===== src/rtl/key_debounce.sv =====
// rtl/key_debounce.sv - synchronizer plus counter-based debounce with rise/fall pulses
module key_debounce #(
    parameter int   G_SYNC_STAGES = 2,
    parameter int   G_DB_CNT      = 1000000,
    parameter int   G_CNT_WIDTH   = 20,
    parameter logic G_IDLE_LEVEL  = 1'b1
) (
    input  logic clk,
    input  logic rst,
    input  logic signal,
    output logic o_level,
    output logic o_rise,
    output logic o_fall,
    output logic o_busy
);

    typedef enum logic {
        STABLE = 1'b0,
        CHECK  = 1'b1
    } state_t;

    localparam logic [G_CNT_WIDTH-1:0] CNT_LAST = G_CNT_WIDTH'(G_DB_CNT - 1);
    localparam logic [G_CNT_WIDTH-1:0] CNT_ONE  = G_CNT_WIDTH'(1);

    logic [G_SYNC_STAGES-1:0] sync_q;
    logic                     s;
    state_t                   state;
    logic [G_CNT_WIDTH-1:0]   cnt;

    // Plain flop chain on the raw input; stage 0 is the only flop that can go metastable
    always_ff @(posedge clk or posedge rst) begin
        if (rst) begin
            sync_q <= {G_SYNC_STAGES{G_IDLE_LEVEL}};
        end else begin
            sync_q <= {sync_q[G_SYNC_STAGES-2:0], signal};
        end
    end

    assign s = sync_q[G_SYNC_STAGES-1];

    // Qualify a candidate level: it must persist until the counter reaches its last value
    always_ff @(posedge clk or posedge rst) begin
        if (rst) begin
            state   <= STABLE;
            cnt     <= '0;
            o_level <= G_IDLE_LEVEL;
            o_rise  <= 1'b0;
            o_fall  <= 1'b0;
            o_busy  <= 1'b0;
        end else begin
            o_rise <= 1'b0;
            o_fall <= 1'b0;
            case (state)
                STABLE: begin
                    cnt <= '0;
                    if (s != o_level) begin
                        state  <= CHECK;
                        o_busy <= 1'b1;
                    end else begin
                        o_busy <= 1'b0;
                    end
                end
                CHECK: begin
                    if (s == o_level) begin
                        // Any return to the current level throws away the partial count
                        state  <= STABLE;
                        cnt    <= '0;
                        o_busy <= 1'b0;
                    end else if (cnt == CNT_LAST) begin
                        state   <= STABLE;
                        cnt     <= '0;
                        o_busy  <= 1'b0;
                        o_level <= s;
                        o_rise  <= s;
                        o_fall  <= ~s;
                    end else begin
                        cnt    <= cnt + CNT_ONE;
                        o_busy <= 1'b1;
                    end
                end
                default: begin
                    state  <= STABLE;
                    cnt    <= '0;
                    o_busy <= 1'b0;
                end
            endcase
        end
    end

endmodule

===== config.mk =====
export PLATFORM = sky130hd
export DESIGN_NAME = key_debounce
export DESIGN_NICKNAME = d
export VERILOG_FILES = /design/src/rtl/key_debounce.sv
export SDC_FILE = /design/constraint.sdc
export NUM_CORES = 1
export LEC_CHECK = 0
export ABC_CLOCK_PERIOD_IN_PS = 2470
export CAP_MARGIN = 10
export CORE_AREA = 3 3 55 77
export CTS_CLUSTER_SIZE = 30
export DETAILED_ROUTE_END_ITERATION = 10
export DIE_AREA = 0 0 58 80
export HOLD_SLACK_MARGIN = 0.05
export SYNTH_ARGS = -nofsm -noshare
export SYNTH_HDL_FRONTEND = slang
export SYNTH_SLANG_ARGS = --single-unit
export TNS_END_PERCENT = 20

===== constraint.sdc =====
create_clock -name clk -period 2.47 [get_ports clk]
set_input_delay 0.247 -clock clk [delete_from_list [all_inputs] [get_ports clk]]
set_output_delay 0.247 -clock clk [all_outputs]
set_load 0.1 [all_outputs]

---- Word-level counts from Yosys, hierarchy flattened ----
Index checks and enable logic that the tools add are counted.
word-level totals
  register bits ........................... 26
  input bits .............................. 3
  output and inout port bits .............. 4
  logic and storage cells ................. 27
cells by class
  $add $sub $neg .......................... 1
  equality and inequality tests ........... 3
  multiplexer cells ....................... 13
  bitwise logic cells ..................... 3
  reductions and logical operators ........ 1
operator list
  operator               number
  $mux 20                2
  $pmux 20 s2            1
  $add 20x1->20 const B  1
  $eq 20x20->1 const B   1
  $mux 1                 9
  $not 1->1              3
  $reduce_and 3->1       1
  $pmux 1 s2             1
  $eq 1x1->1             1
  $ne 1x1->1             1

---- Depth between registers and ports, before layout ----
  depth after elaboration ................. 4
  mapped depth ............................ 6

---- Worst setup path after synthesis ----
OpenSTA, ideal clock, no wires.
  path kind ............................... flip-flop to flip-flop
  start point ............................. reg cnt[0]
  end point ............................... reg cnt[18]
  setup time .............................. 0.077 ns
  arrival time ............................ 1.784 ns
  slack ................................... 0.609 ns
  stages on the path, launching flop included .. 6
  buffers on the path ..................... 0
  cell sequence ........................... dfrtp_1 ha_1 nand4_1 or4_4 or3_1 a21oi_1
on the way
  cells in the longest elaborated chain, start to end .. 4
ends and longest elaborated chain
  element                                               RTL line  RTL
  start: declaration                                    28        logic [G_CNT_WIDTH-1:0] cnt;
  start signal: assignment                              77        cnt <= cnt + CNT_ONE;
  $add 20x1->20 / $eq 20x20->1 (equally long branches)  77, 69
  $mux 20 *                                             69        end else if (cnt == CNT_LAST) begin
  $mux 20 *                                             64        if (s == o_level) begin
  $pmux 20 s2 *                                         53        case (state)
Mark *: on every way between the ends. The rest lies on a longest branch, timed or not.
A chain may end at the register's enable or synchronous reset.

---- Final worst setup path ----
Same ends and word-level chain as after synthesis.

==> impl_metrics.env <==
export IMPL_use_met1=0.1240
export IMPL_hold_violations=0
export IMPL_grt_usage=0.1119
export IMPL_grt_max_degree=21
export IMPL_grt_busiest_layer="met2"
export IMPL_ant_nets=0
export IMPL_synth_avg_cell_area_sq_um=10.38
export IMPL_hold_path_class="in -> async"
export IMPL_critPathKind="reg -> reg"
export IMPL_die_area_sq_um=4640
export IMPL_p_leak_nw=0.5560
export IMPL_portBuffers=6
export IMPL_power_density_nw_per_um2=527.7
export IMPL_power_frac_comb=0.042
export IMPL_ir_drop_mv=0.3614
export IMPL_endpoint_kind="flip-flop"
export IMPL_die_w_um=58
export IMPL_syn_area_sq_um=1246
export IMPL_p_total_w=0.0007408
export IMPL_synthCells=120
export IMPL_startpoint_type="flip-flop"
export IMPL_n_antenna_cell=0
export IMPL_period_needed_ns=2.023
export IMPL_setup_viol=0
export IMPL_period_share=0.8190
export IMPL_drt_iter0_drc=11
export IMPL_wl_per_cell_um=12.88
export IMPL_gr_usage_met2=0.2036
export IMPL_drc=0
export IMPL_first_pass_iters=4
export IMPL_synthArstFlopShare=1.000
export IMPL_vias_per_cell=5.203
export IMPL_tns_ns=0
export IMPL_clock_fmax_ghz=0.4943
export IMPL_worstRegToRegCells=5
export IMPL_synth_edf_count=0
export IMPL_cp_required_ns=2.67
export IMPL_gr_usage_met3=0.01456
export IMPL_drv_slew=0
export IMPL_nFillCells=381
export IMPL_clock_sinks=26
export IMPL_initial_core_util=0.3420
export IMPL_htreeDepth=1
export IMPL_max_slew_margin=0.7533
export IMPL_grt_pass1_wl_um=4084
export IMPL_io_pins=7
export IMPL_yosys_warnings=0
export IMPL_fin_hold_ws_ns=0.1872
export IMPL_antenna_found_initial=0
export IMPL_path_clk_slew_ns=0.09
export IMPL_post_cts_buffers=0
export IMPL_synth_main_ff_cell="dfrtp_1"
export IMPL_crit_fanout=5
export IMPL_vias=895
export IMPL_cts_root_buf="clkbuf_8"
export IMPL_worst_pin_slew_ns=0.3667
export IMPL_p_switching_w=0.0001589
export IMPL_max_cap_viol_count=0
export IMPL_finalNetCount=135
export IMPL_p_clk_frac=0.372
export IMPL_hold_buffers=0
export IMPL_grt_ovfl_total=0
export IMPL_areaGrowthSynthToFinish_pct=12.65
export IMPL_routed_wl_um=2216
export IMPL_cts_buffers=3
export IMPL_ys_seq_elements=26
export IMPL_swShare=0.2144
export IMPL_cts_buffer_depth=2
export IMPL_clk_latency_ns=0.27
export IMPL_drive_gt1_frac=0.1462
export IMPL_place_congestion=0.8156
export IMPL_dp_hpwl_um=1637
export IMPL_rows=26
export IMPL_ys_types=30
export IMPL_post_cts_resized=0
export IMPL_die_h_um=80
export IMPL_synth_net_count=124
export IMPL_rsz0062_at_grt="no"
export IMPL_seqPwrFrac=0.586
export IMPL_cts_tree="built"
export IMPL_grt_pass1_vias=922
export IMPL_core_region_area_sq_um=3643
export IMPL_fin_skew_ns=0.001157
export IMPL_outcome="finished clean"
export IMPL_ys_seq_area_frac=0.5251
export IMPL_internal_power_w=0.0005820
export IMPL_worst_ep_arrival_time_ns=2.23
-- area by class of cell --
class                      instances  area [sq um]  share of cell area
sequential                        26         654.4              0.4661
clock buffer                       4         55.05             0.03922
timing repair buffer               8         65.06             0.04635
multi-input combinational         86         554.3              0.3948
tap                               42         52.55             0.03743
inverter                           6         22.52             0.01604
-- layer usage --
metal  wire length [um]  up-vias
met1                964      442
met5                  0        -
met4                 54        0
met2               1171        6
met3                 25        5
li1                   -      442
-- critical path, stage by stage, from the launching register on --
cell	delay, ns
dfrtp_1	0.42
ha_1	0.25
nand4_1	0.20
or4_4	0.59
or3_1	0.35
a21oi_1	0.14
-- placed cells by master, fill, tap and decap left out, types with 6 or more instances in the layout --
cell,netlist,routed
buf_4,0,6
nand2_1,6,6
xor2_1,6,6
nor2_1,18,18
nand4_1,6,6
dfrtp_1,23,23
xnor2_1,9,9
nand3_1,6,6
inv_1,6,6
-- cell usage after synthesis (2+ instances only) --
cell type   n  share of area
a21oi_1     4          0.016
and3b_1     2          0.014
dfrtp_1    23           0.46
dfstp_2     3          0.063
inv_1       6          0.018
nand2_1     6          0.018
nand3_1     6          0.024
nand4_1     6          0.030
nor2_1     18          0.054
nor3_1      4          0.016
nor4_1      3          0.015
nor4bb_1    2          0.016
o21ai_0     4          0.016
or3_1       3          0.015
or4_4       2          0.018
xnor2_1     9          0.063
xor2_1      6          0.042
-- through the flow --
stage	setup slack (ns)	cells	utilization	instance area, sq um
after floorplan	0.6089	120	-	1246
after global placement	0.5463	168	0.3702	1349
after detailed placement	0.4684	168	0.3702	1349
after CTS	0.4451	172	0.3853	1404
after global routing	0.3387	172	0.3853	1404
final	0.4470	172	0.3853	1404
-- cells by family after synthesis --
logic type,Yosys count,synth area share
AO/OA/AOI/OAI,10,0.04519
AND/OR/NAND/NOR,59,0.2751
multiplexers,1,0.009036
flip-flops,26,0.5251
XOR/XNOR,15,0.1054
buffers and inverters,8,0.03012
adder cells (fa/ha/maj),1,0.01004
-- registers in the layout, summed over array words and instances (netlist names) --
| register | count |
|---|---|
| o_fall | 1 |
| o_level | 1 |
| cnt | 20 |
| sync_q | 2 |
| o_rise | 1 |
| state | 1 |
-- power by group through the flow --
stage,Clock [W],Combinational (W),Sequential [W]
3_5_place_dp,0,0.0000319,0.000443
4_1_cts,0.000282,0.0000320,0.000434
3_3_place_gp,0,0.0000313,0.000442
2_1_floorplan,0,0.0000164,0.000448
5_1_grt,0.000300,0.0000352,0.000435
6_report,0.000275,0.0000311,0.000434
-- final timing paths --
check / startpoint / endpoint / slack, ns
max: cnt[0] / cnt[18] / 0.45
min: rst / o_rise / 0.19
max reg2reg: cnt[0] / cnt[18] / 0.45
min reg2reg: sync_q[0] / sync_q[1] / 0.36
max in group asynchronous: rst / cnt[8] / 1.75
min in group clk: sync_q[0] / sync_q[1] / 0.36
No activity file was read; power rests on OpenSTA's default activity.
